**config.mk**
```make
export PLATFORM = sky130hd
export DESIGN_NAME = policy_deck_ctrl
export DESIGN_NICKNAME = d
export VERILOG_FILES = /design/src/rtl/snpu_pkg.sv /design/src/rtl/snpu_lfsr16.sv /design/src/rtl/policy_deck_ctrl.sv
export SDC_FILE = /design/constraint.sdc
export NUM_CORES = 1
export LEC_CHECK = 0
export CAP_MARGIN = 10
export CORE_ASPECT_RATIO = 0.7
export CORE_MARGIN = 2
export CORE_UTILIZATION = 52
export CTS_CLUSTER_SIZE = 10
export DETAILED_ROUTE_END_ITERATION = 7
export GPL_ROUTABILITY_DRIVEN = 0
export PLACE_DENSITY_LB_ADDON = 0.12
export SYNTH_ARGS = -nofsm -noshare
export SYNTH_HDL_FRONTEND = slang
export SYNTH_SLANG_ARGS = --single-unit
```
**constraint.sdc**
```tcl
create_clock -name clk -period 4.3 [get_ports clk]
set_clock_uncertainty 0.05 [all_clocks]
set_input_delay 1.075 -clock clk [delete_from_list [all_inputs] [get_ports clk]]
set_output_delay 1.075 -clock clk [all_outputs]
set_load 0.1 [all_outputs]
```
**src/rtl/snpu_pkg.sv**
```systemverilog
// Shared constants, command encodings and FSM states for the SNPU policy deck.
package snpu_pkg;

    localparam int unsigned N_CARDS   = 17;
    localparam logic [16:0] INIT_DECK = 17'h0003F;
    localparam logic [15:0] LFSR_SEED = 16'hACE1;
    localparam logic [15:0] LFSR_TAPS = 16'hB400;

    typedef enum logic [2:0] {
        OP_RESET_DECK = 3'd0,
        OP_SHUFFLE    = 3'd1,
        OP_DRAW       = 3'd2,
        OP_SHOW       = 3'd3,
        OP_DISCARD    = 3'd4,
        OP_PLAY       = 3'd5
    } cmd_op_t;

    typedef enum logic [2:0] {
        ST_IDLE,
        ST_PICK,
        ST_SWAP,
        ST_SHIFT,
        ST_FINISH
    } state_t;

    function automatic logic [15:0] lfsr_next(input logic [15:0] v);
        return v[0] ? ((v >> 1) ^ LFSR_TAPS) : (v >> 1);
    endfunction

endpackage

```
**src/rtl/snpu_lfsr16.sv**
```systemverilog
// 16-bit Galois LFSR with synchronous load and single-step advance.
module snpu_lfsr16
    import snpu_pkg::*;
#(
    parameter logic [15:0] SEED = LFSR_SEED
) (
    input  logic        i_clk,
    input  logic        i_rst,
    input  logic        i_load,
    input  logic        i_step,
    input  logic [15:0] i_seed,
    output logic [15:0] o_value
);

    logic [15:0] r_lfsr;

    always_ff @(posedge i_clk or posedge i_rst) begin
        if (i_rst) begin
            r_lfsr <= SEED;
        end else if (i_load) begin
            r_lfsr <= i_seed;
        end else if (i_step) begin
            r_lfsr <= lfsr_next(r_lfsr);
        end
    end

    assign o_value = r_lfsr;

endmodule

```
**src/rtl/policy_deck_ctrl.sv**
```systemverilog
// Policy deck sequencer: owns the 17-card deck vector and its stack/discard/board
// split, and executes multi-cycle shuffle/draw/show/discard/play commands.
module policy_deck_ctrl #(
    parameter int unsigned N_CARDS        = 17,
    parameter logic [16:0] INIT_DECK      = 17'h0003F,
    parameter logic [15:0] LFSR_SEED      = 16'hACE1,
    parameter int unsigned SHUFFLE_PASSES = 1
) (
    input  logic        clk,
    input  logic        rst,
    input  logic        cmd_valid,
    output logic        cmd_ready,
    input  logic [2:0]  cmd_op,
    input  logic [1:0]  cmd_idx,
    input  logic [15:0] seed_in,
    output logic        done,
    output logic        err,
    output logic        card_out,
    output logic [1:0]  hand_n,
    output logic [4:0]  n_stack,
    output logic [4:0]  n_discard,
    output logic [3:0]  board_zeros,
    output logic [3:0]  board_ones
);
    import snpu_pkg::*;

    logic [16:0] r_deck;
    logic [4:0]  r_s, r_d, r_i, r_j, r_pos, r_cnt;
    logic [1:0]  r_hand;
    logic [3:0]  r_zeros, r_ones;
    logic [7:0]  r_pass;
    logic        r_card_out, r_done, r_err, r_is_play, r_play_val;
    state_t      r_state;

    logic [15:0] w_lfsr, w_lfsr_seed;
    logic        w_lfsr_load, w_lfsr_step, w_unused_lfsr;
    logic [4:0]  w_hand_pos, w_sum, w_shift, w_pos_up, w_j_raw, w_j;
    logic        w_j_ok, w_bad_idx;
    logic        w_commit, w_commit_play, w_commit_val;

    assign w_hand_pos    = r_s - 5'd1 - {3'b000, cmd_idx};
    assign w_sum         = r_s + r_d;
    assign w_bad_idx     = (cmd_idx >= r_hand);
    assign w_shift       = {3'b000, cmd_idx} + ((cmd_op == OP_PLAY) ? r_d : 5'd0);
    assign w_pos_up      = r_pos + 5'd1;
    assign w_lfsr_load   = (r_state == ST_IDLE) && cmd_valid && (cmd_op == OP_RESET_DECK);
    assign w_lfsr_step   = (r_state == ST_PICK);
    assign w_lfsr_seed   = (seed_in == '0) ? LFSR_SEED : seed_in;
    assign w_unused_lfsr = ^w_lfsr[15:5];

    snpu_lfsr16 #(.SEED(LFSR_SEED)) u_lfsr (
        .i_clk   (clk),
        .i_rst   (rst),
        .i_load  (w_lfsr_load),
        .i_step  (w_lfsr_step),
        .i_seed  (w_lfsr_seed),
        .o_value (w_lfsr)
    );

    // Fold an out-of-range draw once into [0, i]; a second miss retries next cycle.
    always_comb begin
        w_j_raw = w_lfsr[4:0];
        w_j     = w_j_raw;
        if (w_j_raw > r_i) begin
            w_j = w_j_raw - (r_i + 5'd1);
        end
        w_j_ok = (w_j <= r_i);
    end

    // Discard/play resolve either at acceptance (no shifting needed) or on the last SHIFT cycle.
    always_comb begin
        w_commit      = 1'b0;
        w_commit_play = 1'b0;
        w_commit_val  = 1'b0;
        if ((r_state == ST_IDLE) && cmd_valid && ((cmd_op == OP_DISCARD) || (cmd_op == OP_PLAY))
            && !w_bad_idx && (w_shift == '0)) begin
            w_commit      = 1'b1;
            w_commit_play = (cmd_op == OP_PLAY);
            w_commit_val  = r_deck[w_hand_pos];
        end else if ((r_state == ST_SHIFT) && (r_cnt == 5'd1)) begin
            w_commit      = 1'b1;
            w_commit_play = r_is_play;
            w_commit_val  = r_play_val;
        end
    end

    always_ff @(posedge clk or posedge rst) begin
        if (rst) begin
            r_deck     <= INIT_DECK;
            r_s        <= 5'(N_CARDS);
            r_d        <= '0;
            r_hand     <= '0;
            r_zeros    <= '0;
            r_ones     <= '0;
            r_card_out <= 1'b0;
            r_done     <= 1'b0;
            r_err      <= 1'b0;
            r_i        <= '0;
            r_j        <= '0;
            r_pos      <= '0;
            r_cnt      <= '0;
            r_pass     <= '0;
            r_is_play  <= 1'b0;
            r_play_val <= 1'b0;
            r_state    <= ST_IDLE;
        end else begin
            r_done <= 1'b0;
            r_err  <= 1'b0;
            case (r_state)
                ST_IDLE: begin
                    if (cmd_valid) begin
                        case (cmd_op)
                            OP_RESET_DECK: begin
                                r_deck     <= INIT_DECK;
                                r_s        <= 5'(N_CARDS);
                                r_d        <= '0;
                                r_hand     <= '0;
                                r_zeros    <= '0;
                                r_ones     <= '0;
                                r_card_out <= 1'b0;
                                r_done     <= 1'b1;
                            end
                            OP_SHUFFLE: begin
                                if (r_hand != '0) begin
                                    r_err <= 1'b1;
                                end else begin
                                    r_s    <= w_sum;
                                    r_d    <= '0;
                                    r_pass <= '0;
                                    r_i    <= w_sum - 5'd1;
                                    r_state <= (w_sum <= 5'd1) ? ST_FINISH : ST_PICK;
                                end
                            end
                            OP_DRAW: begin
                                if ((r_hand != '0) || (r_s < 5'd3)) begin
                                    r_err <= 1'b1;
                                end else begin
                                    r_hand <= 2'd3;
                                    r_done <= 1'b1;
                                end
                            end
                            OP_SHOW: begin
                                if (w_bad_idx) begin
                                    r_err <= 1'b1;
                                end else begin
                                    r_card_out <= r_deck[w_hand_pos];
                                    r_done     <= 1'b1;
                                end
                            end
                            OP_DISCARD, OP_PLAY: begin
                                if (w_bad_idx) begin
                                    r_err <= 1'b1;
                                end else if (w_shift != '0) begin
                                    r_is_play  <= (cmd_op == OP_PLAY);
                                    r_play_val <= r_deck[w_hand_pos];
                                    r_pos      <= w_hand_pos;
                                    r_cnt      <= w_shift;
                                    r_state    <= ST_SHIFT;
                                end
                            end
                            default: r_err <= 1'b1;
                        endcase
                    end
                end
                ST_PICK: begin
                    if (w_j_ok) begin
                        r_j     <= w_j;
                        r_state <= ST_SWAP;
                    end
                end
                ST_SWAP: begin
                    r_deck[r_i] <= r_deck[r_j];
                    r_deck[r_j] <= r_deck[r_i];
                    r_i         <= r_i - 5'd1;
                    r_state     <= ST_PICK;
                    if (r_i == 5'd1) begin
                        if (r_pass == 8'(SHUFFLE_PASSES - 1)) begin
                            r_state <= ST_FINISH;
                        end else begin
                            r_pass <= r_pass + 8'd1;
                            r_i    <= r_s - 5'd1;
                        end
                    end
                end
                ST_SHIFT: begin
                    r_deck[r_pos]    <= r_deck[w_pos_up];
                    r_deck[w_pos_up] <= r_deck[r_pos];
                    r_pos            <= w_pos_up;
                    r_cnt            <= r_cnt - 5'd1;
                    if (r_cnt == 5'd1) begin
                        r_state <= ST_IDLE;
                    end
                end
                ST_FINISH: begin
                    r_done  <= 1'b1;
                    r_state <= ST_IDLE;
                end
                default: r_state <= ST_IDLE;
            endcase

            if (w_commit) begin
                r_s    <= r_s - 5'd1;
                r_hand <= r_hand - 2'd1;
                r_done <= 1'b1;
                if (w_commit_play) begin
                    if (w_commit_val) begin
                        r_ones <= r_ones + 4'd1;
                    end else begin
                        r_zeros <= r_zeros + 4'd1;
                    end
                end else begin
                    r_d <= r_d + 5'd1;
                end
            end
        end
    end

    assign cmd_ready   = (r_state == ST_IDLE);
    assign done        = r_done;
    assign err         = r_err;
    assign card_out    = r_card_out;
    assign hand_n      = r_hand;
    assign n_stack     = r_s;
    assign n_discard   = r_d;
    assign board_zeros = r_zeros;
    assign board_ones  = r_ones;

endmodule

```
==> results.yml <==
critical_path:
  worst_ep_required_time_ps: 4490
  r2r_end: "r_j[4]$_DFFE_PP0P_"
  crit_arrival_ps: 4230
  crit_type: "flip-flop to flip-flop"
  path_depth: 15
  cp_num_buf_inv: 1
  worstRegToRegCells: 15
  cpMaxStageDelayCell: "mux2_2"
  reg2reg_slack_ps: 260
  crit_top_cell: "a21o_1"
  crit_path_start_kind: "flip-flop"
  path_cells: "inv_1 > ha_1 > a21o_1 > a21o_1 > a211oi_2 > a21o_1 > mux2_2 > ha_1 > nor2b_1 > o21a_1 > o21a_1 > o21ai_0 > nand2b_1 > a21oi_4 > mux2_2"
  cp_slowest_stage_delay_ps: 380
  end_kind: "flip-flop"
  crit_family: "compound AO/OA/AOI/OAI gates"
  cp_max_fo: 5
  r2r-start: "r_i[2]$_DFFE_PP0P_"
min_path:
  whs_path_depth: 1
  hp-class: "flip-flop to flip-flop"
  hp-start: "board_ones[3]$_DFF_PP0_"
  worst_hold_path.endpoint: "board_ones[3]$_DFF_PP0_"
die:
  pin_count: 48
  dieArea_um2: 16300
  core_area_um2: 14800
  start_util: 0.535
  fp-row-count: 37
  die_h_um: 107
  die_width_um: 152
power:
  power_density_nw_per_um2: 819
  power.sequential.fraction: 0.253
  p_int_uw: 3450
  switching_share: 0.530
  power.share.clock: 0.102
  switching_power_uw: 3900
  leakage_uw: 0.00371
  vdd_ir_drop_max_mv: 0.515
  pwr-share-comb: 0.645
finish:
  drive_gt1_frac: 0.125
  antenna_cells: 0
  synthToLayoutAreaGrowth_pct: 13.3
  nNetsFinal: 1068
  post-route-util: 0.606
global_routing:
  grt_pass1_vias: 7196
  antenna_found_initial: 0
  grt-ovfl-total: 0
  grt_pass1_wl_mm: 39.1
  grt_max_degree: 62
  grt_usage: 0.310
route:
  initialDrtViolationCount: 885
  viasPerCell: 6.48
  drt-total-wl_mm: 24.5
  ant_nets: 0
  num_vias: 7765
  drcViolationCount: 0
  first_pass_iters: 6
  drt-wirelength-per-cell_um: 20.4
clock_network:
  cts_tree: "done"
  numCtsBuffers: 9
  cts_buffer_depth: 2
  cts_hold_buffers: 0
  cts_root_buf: "clkbuf_16"
  worst_skew_pair.late_latency_ps: 350
  clk_pin_slew_ps: 70
  cts.sinks: 89
  h-tree-depth: 3
synthesis:
  synth_seq_cells: 89
  synthTopCellsByArea: "dfrtp_1 23%, ha_1 6.5%, dfstp_2 5.3%"
  syn-num-nets: 1028
  async_flop_share: 1.00
  syn_area_um2: 7920
  post-synth-top-area-fraction: 0.231
  netlist_instances: 959
  synth_ff_type: "dfrtp_1"
  yosysTopAreaCell: "dfrtp_1"
  synth-seq-area-share: 0.284
  synth_edf_count: 0
  syn_area_per_cell_um2: 8.26
  ys_warn_count: 0
  synthDistinctLibCells: 85
run_status:
  status: "completed"
timing:
  layout_worst_path_cycle_share: 0.940
  finalHoldViolations: 0
  relSlewSlack: 0.207
  worst-slew-pin-transition_ps: 1180
  setup-tns-final_ps: 0
  setup_viol: 0
  fmax_mhz: 247
  rsz0062_at_grt: "no"
  hold_slack_ps: 420
  layout_min_cycle_time_ps: 4040
  maxSlewViolCount: 0
run:
  drv_cap: 0
placed_design:
  io_buffers: 47
  hpwl_mm: 17.7
flip-flops by register name (all words and copies together) (netlist names):
register        count
r_deck             17
board_ones          4
board_zeros         4
u_lfsr.o_value     16
r_pass              8
r_cnt               5
done                1
hand_n              2
r_play_val          1
n_stack             5
card_out            1
r_is_play           1
n_discard           5
err                 1
r_j                 5
r_i                 5
r_state             3
r_pos               5
layer usage:
layer | vias up | track usage | part of all wire
met5 | - | 0 | 0
met4 | 0 | 0.104 | 0.029
met3 | 64 | 0.0792 | 0.10
met2 | 422 | 0.426 | 0.41
met1 | 3634 | 0.471 | 0.46
li1 | 3645 | - | -
layout make-up:
cell class	count	area, µm²
Timing Repair Buffer	85	766
Clock inverter	6	42.5
Fill cell	1349	5840
Sequential cell	89	2250
Inverter	46	175
Clock buffer	10	229
Tap cell	195	244
Multi-Input combinational cell	768	5270
power by group through the flow:
stage          sequential [µW]  clock (µW)  combinational, µW
2_1_floorplan             1910           0               3280
3_3_place_gp              1830           0               4550
3_5_place_dp              1840           0               4610
4_1_cts                   1820         760               4640
5_1_grt                   1890         797               5140
6_report                  1860         750               4740
cell families (layout without fill, tap and decap cells):
kind of cell,after synthesis,in the layout,synth area share
AOI/OAI and AO/OA,295,295,0.245
xor gates and xnor gates,29,29,0.0347
adders and majority gates,45,45,0.0749
buffers and inverters,102,147,0.0532
DFF,89,89,0.284
muxes,51,51,0.0889
and+or+nand+nor,348,348,0.220
Yosys cell counts, types with 12 or more instances:
cell type	instances
mux4_2	14
o21ai_0	56
a211oi_1	18
buf_2	16
nand2b_1	14
ha_1	41
a21oi_1	79
nor3_1	24
mux2_2	15
clkbuf_1	32
xnor2_1	17
nand2_1	103
nand3_1	36
nor2_1	82
mux2i_1	22
a31oi_1	29
inv_1	45
or3_1	12
dfstp_2	16
dfrtp_1	73
worst max path at each step:
stage                                 from                 endpoint
floorplan           n_stack[1]$_DFFE_PP0P_  board_ones[3]$_DFF_PP0_
global placement                cmd_idx[0]  board_ones[3]$_DFF_PP0_
detailed placement              cmd_idx[0]  board_ones[3]$_DFF_PP0_
CTS                     r_i[2]$_DFFE_PP0P_       r_j[4]$_DFFE_PP0P_
global route            r_i[2]$_DFFE_PP0P_       r_j[2]$_DFFE_PP0P_
finish                  r_i[2]$_DFFE_PP0P_       r_j[4]$_DFFE_PP0P_
placed cells by master, fill, tap and decap left out, types with 15 or more instances in the layout:
cell	n
a211oi_1	17
a21oi_1	79
a31oi_1	29
buf_4	38
clkdlybuf4s50_1	46
dfrtp_1	73
dfstp_2	16
ha_1	41
inv_1	44
mux2_2	15
mux2i_1	22
nand2_1	103
nand3_1	36
nor2_1	82
nor3_1	23
o21ai_0	56
xnor2_1	17
through the flow:
step / instance area, µm² / total power, µW / worst slack, ps / cells
after floorplan: 7920 / 5180 / 447 / 959
after global placement: 8690 / 6380 / 78.5 / 1183
after detailed placement: 8690 / 6450 / 45.2 / 1183
after CTS: 8960 / 7220 / 161 / 1199
after global routing: 8970 / 7830 / 68.7 / 1199
final: 8970 / 7350 / 257 / 1199
timing repair:
item	4_1_cts	5_1_grt
setup endpoints to repair	0	5
resized for setup	0	2
setup buffers	0	0
(Power assumes the default switching activity.)
